--- config.mk ---
export PLATFORM = sky130hd
export DESIGN_NAME = conv_line_buffer
export DESIGN_NICKNAME = d
export VERILOG_FILES = /design/src/rtl/conv_line_buffer.sv
export SDC_FILE = /design/constraint.sdc
export NUM_CORES = 2
export LEC_CHECK = 0
export CORE_AREA = 5 5 262 264
export DETAILED_ROUTE_END_ITERATION = 8
export DIE_AREA = 0 0 267 269
export PLACE_DENSITY = 0.85
export SLEW_MARGIN = 40
export SYNTH_ARGS = -nofsm -noshare
export SYNTH_HDL_FRONTEND = slang
export SYNTH_SLANG_ARGS = --single-unit
--- constraint.sdc ---
create_clock -name clk -period 48.9 [get_ports clk]
set_input_delay 9.78 -clock clk [delete_from_list [all_inputs] [get_ports clk]]
set_output_delay 9.78 -clock clk [all_outputs]
set_load 0.005 [all_outputs]
--- src/rtl/conv_line_buffer.sv ---
// conv_line_buffer
//   K-row circular line buffer between an image/feature-map source and the
//   conv kernel control FSM. Pixels stream in through a valid/ready handshake
//   in raster order. KERNEL_SIZE rows are held as a circular bank, and one
//   logical row (0 = oldest) is driven onto a wide bus with column 0 in the
//   MSBs. On row_advance the oldest bank is released and refilled with the
//   next image row.
// Ports
//   clk, rst          rising-edge clock, asynchronous active-high reset
//   start_i           begin a new frame (aborts any frame in progress)
//   in_data_i         pixel word
//   in_valid_i        pixel word valid
//   in_ready_o        buffer accepts a word this cycle
//   row_sel_i         logical row select, >= KERNEL_SIZE reads all-zero
//   data_out_bus_o    selected row, column 0 in the MSBs
//   window_valid_o    KERNEL_SIZE consecutive rows resident and stable
//   row_advance_i     consumer finished with the current window
//   frame_done_o      one-cycle pulse at frame end
//   busy_o            not idle
module conv_line_buffer #(
    parameter int DATA_WIDTH   = 32,
    parameter int IMAGE_WIDTH  = 8,
    parameter int IMAGE_HEIGHT = 8,
    parameter int KERNEL_SIZE  = 3,
    localparam int SEL_W       = $clog2(KERNEL_SIZE + 1)
) (
    input  logic                              clk,
    input  logic                              rst,
    input  logic                              start_i,
    input  logic [DATA_WIDTH-1:0]             in_data_i,
    input  logic                              in_valid_i,
    output logic                              in_ready_o,
    input  logic [SEL_W-1:0]                  row_sel_i,
    output logic [IMAGE_WIDTH*DATA_WIDTH-1:0] data_out_bus_o,
    output logic                              window_valid_o,
    input  logic                              row_advance_i,
    output logic                              frame_done_o,
    output logic                              busy_o
);

    localparam int PTR_W = $clog2(KERNEL_SIZE);
    localparam int COL_W = $clog2(IMAGE_WIDTH);
    localparam int ROW_W = $clog2(IMAGE_HEIGHT + 1);
    localparam int SUM_W = SEL_W + 1;
    localparam int BUS_W = IMAGE_WIDTH * DATA_WIDTH;
    localparam logic [PTR_W-1:0] PTR_LAST = PTR_W'(KERNEL_SIZE - 1);
    localparam logic [COL_W-1:0] COL_LAST = COL_W'(IMAGE_WIDTH - 1);
    localparam logic [ROW_W-1:0] ROWS_ALL = ROW_W'(IMAGE_HEIGHT);

    typedef enum logic [2:0] {
        S_IDLE    = 3'd0,
        S_PRELOAD = 3'd1,
        S_READY   = 3'd2,
        S_LOAD    = 3'd3,
        S_DONE    = 3'd4
    } state_t;

    state_t            state_q, state_d;
    logic [PTR_W-1:0]  wr_ptr_q, wr_ptr_d;
    logic [PTR_W-1:0]  base_ptr_q, base_ptr_d;
    logic [COL_W-1:0]  col_q, col_d;
    logic [ROW_W-1:0]  rows_in_q, rows_in_d;
    logic              in_ready_q, in_ready_d;
    logic              window_valid_q, window_valid_d;
    logic              frame_done_q, frame_done_d;
    logic              busy_q, busy_d;
    logic [DATA_WIDTH-1:0] bank_q [KERNEL_SIZE][IMAGE_WIDTH];

    logic              accept_s;
    logic [SUM_W-1:0]  sum_s;
    logic [SUM_W-1:0]  phys_s;

    // start wins over a same-cycle handshake, so that word is dropped
    assign accept_s = in_ready_q & in_valid_i & ~start_i;

    // Next-state, pointer and counter logic
    always_comb begin
        state_d    = state_q;
        wr_ptr_d   = wr_ptr_q;
        base_ptr_d = base_ptr_q;
        col_d      = col_q;
        rows_in_d  = rows_in_q;
        if (start_i) begin
            state_d    = S_PRELOAD;
            wr_ptr_d   = {PTR_W{1'b0}};
            base_ptr_d = {PTR_W{1'b0}};
            col_d      = {COL_W{1'b0}};
            rows_in_d  = {ROW_W{1'b0}};
        end else begin
            case (state_q)
                S_IDLE: begin
                    state_d = S_IDLE;
                end
                S_PRELOAD, S_LOAD: begin
                    if (accept_s && (col_q == COL_LAST)) begin
                        col_d     = {COL_W{1'b0}};
                        wr_ptr_d  = (wr_ptr_q == PTR_LAST) ? {PTR_W{1'b0}} : wr_ptr_q + 1'b1;
                        rows_in_d = rows_in_q + 1'b1;
                        // PRELOAD ends on the last row of the bank, LOAD after one row
                        if ((state_q == S_LOAD) || (wr_ptr_q == PTR_LAST)) begin
                            state_d = S_READY;
                        end else begin
                            state_d = state_q;
                        end
                    end else if (accept_s) begin
                        col_d = col_q + 1'b1;
                    end else begin
                        col_d = col_q;
                    end
                end
                S_READY: begin
                    if (row_advance_i && (rows_in_q == ROWS_ALL)) begin
                        state_d = S_DONE;
                    end else if (row_advance_i) begin
                        // Old oldest bank (== wr_ptr) becomes the refill target
                        state_d    = S_LOAD;
                        base_ptr_d = (base_ptr_q == PTR_LAST) ? {PTR_W{1'b0}} : base_ptr_q + 1'b1;
                    end else begin
                        state_d = S_READY;
                    end
                end
                S_DONE: begin
                    state_d = S_IDLE;
                end
                default: begin
                    state_d = S_IDLE;
                end
            endcase
        end
    end

    // Output flags decoded from the next state so they register cleanly
    always_comb begin
        in_ready_d     = (state_d == S_PRELOAD) || (state_d == S_LOAD);
        window_valid_d = (state_d == S_READY);
        frame_done_d   = (state_d == S_DONE);
        busy_d         = (state_d != S_IDLE);
    end

    // State, pointer, counter and output flag registers
    always_ff @(posedge clk or posedge rst) begin
        if (rst) begin
            state_q        <= S_IDLE;
            wr_ptr_q       <= {PTR_W{1'b0}};
            base_ptr_q     <= {PTR_W{1'b0}};
            col_q          <= {COL_W{1'b0}};
            rows_in_q      <= {ROW_W{1'b0}};
            in_ready_q     <= 1'b0;
            window_valid_q <= 1'b0;
            frame_done_q   <= 1'b0;
            busy_q         <= 1'b0;
        end else begin
            state_q        <= state_d;
            wr_ptr_q       <= wr_ptr_d;
            base_ptr_q     <= base_ptr_d;
            col_q          <= col_d;
            rows_in_q      <= rows_in_d;
            in_ready_q     <= in_ready_d;
            window_valid_q <= window_valid_d;
            frame_done_q   <= frame_done_d;
            busy_q         <= busy_d;
        end
    end

    // Row bank storage: cleared on reset/start, written on handshake
    always_ff @(posedge clk or posedge rst) begin
        if (rst) begin
            for (int b = 0; b < KERNEL_SIZE; b++) begin
                for (int c = 0; c < IMAGE_WIDTH; c++) begin
                    bank_q[b][c] <= {DATA_WIDTH{1'b0}};
                end
            end
        end else if (start_i) begin
            for (int b = 0; b < KERNEL_SIZE; b++) begin
                for (int c = 0; c < IMAGE_WIDTH; c++) begin
                    bank_q[b][c] <= {DATA_WIDTH{1'b0}};
                end
            end
        end else begin
            for (int b = 0; b < KERNEL_SIZE; b++) begin
                for (int c = 0; c < IMAGE_WIDTH; c++) begin
                    if (accept_s && (wr_ptr_q == PTR_W'(b)) && (col_q == COL_W'(c))) begin
                        bank_q[b][c] <= in_data_i;
                    end
                end
            end
        end
    end

    // Logical-to-physical row mapping; sum < 2*KERNEL_SIZE so one subtract wraps it
    always_comb begin
        sum_s  = SUM_W'(base_ptr_q) + SUM_W'(row_sel_i);
        phys_s = (sum_s >= SUM_W'(KERNEL_SIZE)) ? (sum_s - SUM_W'(KERNEL_SIZE)) : sum_s;
    end

    // Read mux: selected bank onto the bus, column 0 in the MSBs
    always_comb begin
        data_out_bus_o = {BUS_W{1'b0}};
        if (row_sel_i < SEL_W'(KERNEL_SIZE)) begin
            for (int b = 0; b < KERNEL_SIZE; b++) begin
                if (phys_s == SUM_W'(b)) begin
                    for (int c = 0; c < IMAGE_WIDTH; c++) begin
                        data_out_bus_o[(IMAGE_WIDTH-1-c)*DATA_WIDTH +: DATA_WIDTH] = bank_q[b][c];
                    end
                end
            end
        end else begin
            data_out_bus_o = {BUS_W{1'b0}};
        end
    end

    assign in_ready_o     = in_ready_q;
    assign window_valid_o = window_valid_q;
    assign frame_done_o   = frame_done_q;
    assign busy_o         = busy_q;

endmodule

==> impl.org <==
** Clock network
- TritonCTS built the clock tree.
- Clock slew seen by the registers of the worst setup and hold paths :: 0.07 ns
- Buffer depth of the longest clock path :: 3
- Clock latency reported for the late side of the worst-skew pair :: 0.63 ns
- In this run, post-CTS hold repair placed 0 buffers.
- Root cell of the clock tree :: clkbuf_16
- H-tree levels :: 3
- Gates resized during post-CTS repair numbered 0.
- Once the clock tree was built, the setup fixing pass inserted 0 buffers.
- CTS saw 786 sinks.
- TritonCTS created 82 clock buffers.

** STA
- Total setup violations reported at the end of the flow :: 0
- For the pin with the worst max-slew slack, the measured transition is 0.944 ns.
- Final worst clock skew :: 0.0190 ns
- The worst path needs 25.53 ns of the cycle, external delays included.
- Slack of the critical path :: 23.37 ns
- TNS Setup :: 0 ns
- Total count of max-transition violations in the final report :: 0
- Headroom to the max-slew limit came out at 0.371.
- For this run, the top clock speed supported by timing is 39.2 MHz.
- The final hold violation count is 0.
- Final period util :: 0.522
- Setup repair after global routing left no endpoint under its margin.

** Placed design
- Placed cell areas :: 44500 um2
- Post-placement cell count :: 4847
- Post-detail-place hpwl :: 83100 um
- Before CTS, the worst setup slack after placement is 23.50 ns.
- At the end of routability-driven placement, the weighted congestion stood at 0.874.
- Port buffering added 298 buffers.

** Logic synthesis
- After synthesis, the share of cell area in mux cells is 0.122.
- Number of warnings reported in the yosys synthesis log :: 0
- Area share of xor/xnor cells in the synthesized design :: 0
- The most used flip-flop cell after synthesis is dfrtp_1.
- For this run, the register share of the synthesized area comes to 0.472.
- Count of different cell masters after synthesis :: 48
- Adder and majority cell fraction of the synthesized area :: 0.00379
- Synthesized netlist net count :: 4151
- Complex-gate fraction of the synthesized area :: 0.226
- Of all flip-flops after synthesis, the portion carrying an async set or reset was 1.00.
- The synthesized design contains 0 enable-type register cells.
- In this run, synthesis produced a sequential element count of 786.
- Syn Inst Count :: 4100
- Synth Cell Area :: 41600 um2
- In the post-synthesis netlist, the biggest area contributors are dfrtp_1 (47%), mux2i_1 (12%), a221oi_2 (8.7%).
- Mean cell area of the mapped netlist :: 10.2 um2
- Of the post-synthesis cell area, the dominant cell type holds 0.472.
- Dominant cell type by area after synthesis :: dfrtp_1
- Of the total synthesized cell area, the portion taken by AND, OR, NAND and NOR gates is 0.0956.
- After synthesis, the largest family of logic cells by area is compound AO/OA/AOI/OAI gates.

** Routing
- Violation count after the first detailed-route iteration :: 5893
- Via count normalized by instance count :: 7.26
- Antenna viol nets, final :: 0
- DRC Markers :: 0
- Detailed Routing Iterations Pass 1 :: 6
- Vias after detailed routing :: 36300
- Dividing the detail-routed wire length by the instance count gives 29.1 um.
- The final layout contains routed wiring with a total length of 145000 um.

** Worst setup path
- Setup Crit Path Kind :: in2out
- Reg-to-reg slack, setup :: 45.79 ns
- Data arrives at the worst endpoint at 15.75 ns.
- The worst setup path is launched from a primary input.
- Crit Path Max Fanout :: 102
- Depth of the worst register-to-register path :: 5
- The worst register-to-register path begins at in_ready_o.
- Reg-to-Reg End :: bank_q[395]
- Worst path required time :: 39.12 ns
- The worst setup path is captured at an output port.

** Global routing
- GRT Total Usage :: 0.393
- Antenna violations before repair :: 4
- The first global-routing pass estimated 220000 um of wire.
- Largest net degree at the start of global routing :: 181
- Overflow left after global routing :: 0
- The via count of the first global-routing pass came to 35800.

** Die
- The die is 267 um wide.
- Die area :: 71800 um2
- Effective utilization at floorplan :: 0.628
- Core area :: 66300 um2
- Num ports :: 299
- The floorplan step set the die height to 269 um.
- After floorplanning, the core was divided into 95 placement rows.

** Min path
- Worst hold path endpoint :: bank_q[314]
- The path class of the tightest hold or removal check is reg2reg.
- The worst hold path begins at bank_q[314].
- Cell depth of the worst hold path :: 1

** Run
- The tool flagged a number of max-cap violations equal to 0.

** Cells and area
- Number of nets in the layout :: 4113
- In the final layout, the share of cells above drive strength 1 is 0.138.
- Post-Layout Inst Area :: 47400 um2
- Layout overhead on the synthesized area :: 13.9%
- The number of antenna diodes in the final layout is 0.
- For this run, the number of standard cells in the final layout without fillers is 4996.

** Pwr
- Final Power :: 1490 uW
- Peak VDD IR :: 0.0260 mV
- Power per cell area :: 31.5 nW/um2
- Summed over all cells, the static leakage comes to 0.0212 uW.

** Outcome
- The run finished with clean final reports.
worst max path at each step:
stage,endpoint,from,slack [ns]
after floorplan,bank_q[0],rst,17.05
after global placement,data_out_bus_o[255],row_sel_i[0],23.13
after detailed placement,data_out_bus_o[43],row_sel_i[0],23.50
after CTS,data_out_bus_o[62],row_sel_i[0],23.49
after global routing,data_out_bus_o[62],row_sel_i[0],23.20
final,data_out_bus_o[62],row_sel_i[0],23.37
logic make-up (layout without fill, tap and decap cells):
| family | count (synthesis) | in the layout |
|---|---|---|
| adder cells (fa/ha/maj) | 12 | 12 |
| buffers and inverters | 796 | 819 |
| AO/OA/AOI/OAI | 1151 | 1151 |
| multiplexers | 506 | 506 |
| flip-flops | 786 | 786 |
| AND/OR/NAND/NOR | 849 | 849 |
state kept, by name (all words and copies together) (netlist names):
signal / count
bank_q: 768
in_ready_o: 1
window_valid_o: 1
state_q: 3
base_ptr_q: 2
col_q: 3
busy_o: 1
wr_ptr_q: 2
frame_done_o: 1
rows_in_q: 4
report_power, final:
part | leakage, uW | internal, uW | switching [uW]
clock network | 0.00137 | 395 | 270
registers | 0.0110 | 653 | 1.58
logic | 0.00891 | 55.4 | 119
total | 0.0212 | 1100 | 391
cell type report:
cell class / instances / area (um2)
multi-input cells: 2518 / 18800
repair buffers: 405 / 4010
well taps: 873 / 1090
flip-flops and latches: 786 / 19700
fillers: 4563 / 18900
inverters: 269 / 1030
clock inverters: 28 / 410
clock buffers: 117 / 2410
layout by cell type, fill, tap and decap left out, types with 3 or more instances in the layout:
cell / synthesis / final
buf_6: 27 / 30
o31ai_1: 32 / 32
clkbuf_8: 0 / 12
nand3_2: 0 / 15
nand3b_1: 4 / 4
bufinv_16: 0 / 10
nand4_1: 32 / 32
a21oi_1: 72 / 72
and2_1: 4 / 3
clkbuf_1: 349 / 18
nand2b_1: 37 / 32
o21ai_0: 306 / 306
clkinv_2: 0 / 11
nor2_1: 7 / 7
nor4_1: 171 / 171
clkdlybuf4s50_1: 0 / 297
inv_1: 267 / 266
mux2i_1: 504 / 504
clkbuf_16: 0 / 87
o22ai_1: 257 / 257
buf_12: 0 / 3
buf_4: 5 / 71
ha_1: 11 / 11
a221oi_2: 240 / 240
a31o_2: 53 / 53
a221oi_1: 16 / 16
nand2b_2: 0 / 4
nand2_1: 514 / 511
dfrtp_1: 786 / 786
nor2b_1: 6 / 5
o311ai_1: 6 / 6
o311ai_0: 25 / 25
nand3_1: 59 / 42
buf_16: 0 / 4
clkinvlp_4: 0 / 5
a31o_1: 118 / 118
o21ai_1: 20 / 20
layer usage:
layer,vias to the layer above,GRT usage,share of wire
met1,17800,0.519,0.35
met2,2847,0.565,0.43
li1,14900,-,-
met5,-,0,0.00019
met4,4,0.268,0.084
met3,707,0.112,0.13
critical path, cell delays in order:
cell	delay, ns
clkdlybuf4s50_1	0.44
ha_1	0.22
fa_1	0.49
ha_1	0.23
inv_1	0.06
ha_1	0.31
nor3b_4	0.28
buf_12	0.37
buf_16	0.39
o21a_4	0.75
buf_6	0.49
buf_16	0.31
buf_4	0.70
a221oi_2	0.24
clkdlybuf4s50_1	0.51
Yosys cell counts, types with 6 or more instances:
library cell and number:
nand2_1 514, nor2b_1 6, clkbuf_1 349, o21ai_1 20, o311ai_0 25, a221oi_2 240
a31o_1 118, buf_1 31, nand2b_1 37, a221oi_1 16, mux2i_1 504, inv_1 267
nor4_1 171, o31ai_1 32, nand4_1 32, nor2_1 7, buf_2 115, a21oi_1 72
o311ai_1 6, nand3_1 59, buf_6 27, ha_1 11, dfrtp_1 786, o21ai_0 306
o22ai_1 257, a31o_2 53
metrics by stage:
stage                util  hold slack, ns
CTS                 0.713           0.498
global placement    0.669           0.477
floorplan               -           0.467
global route        0.715           0.512
finish              0.715           0.497
detailed placement  0.671           0.484
Power figures use the tool's default switching activity.
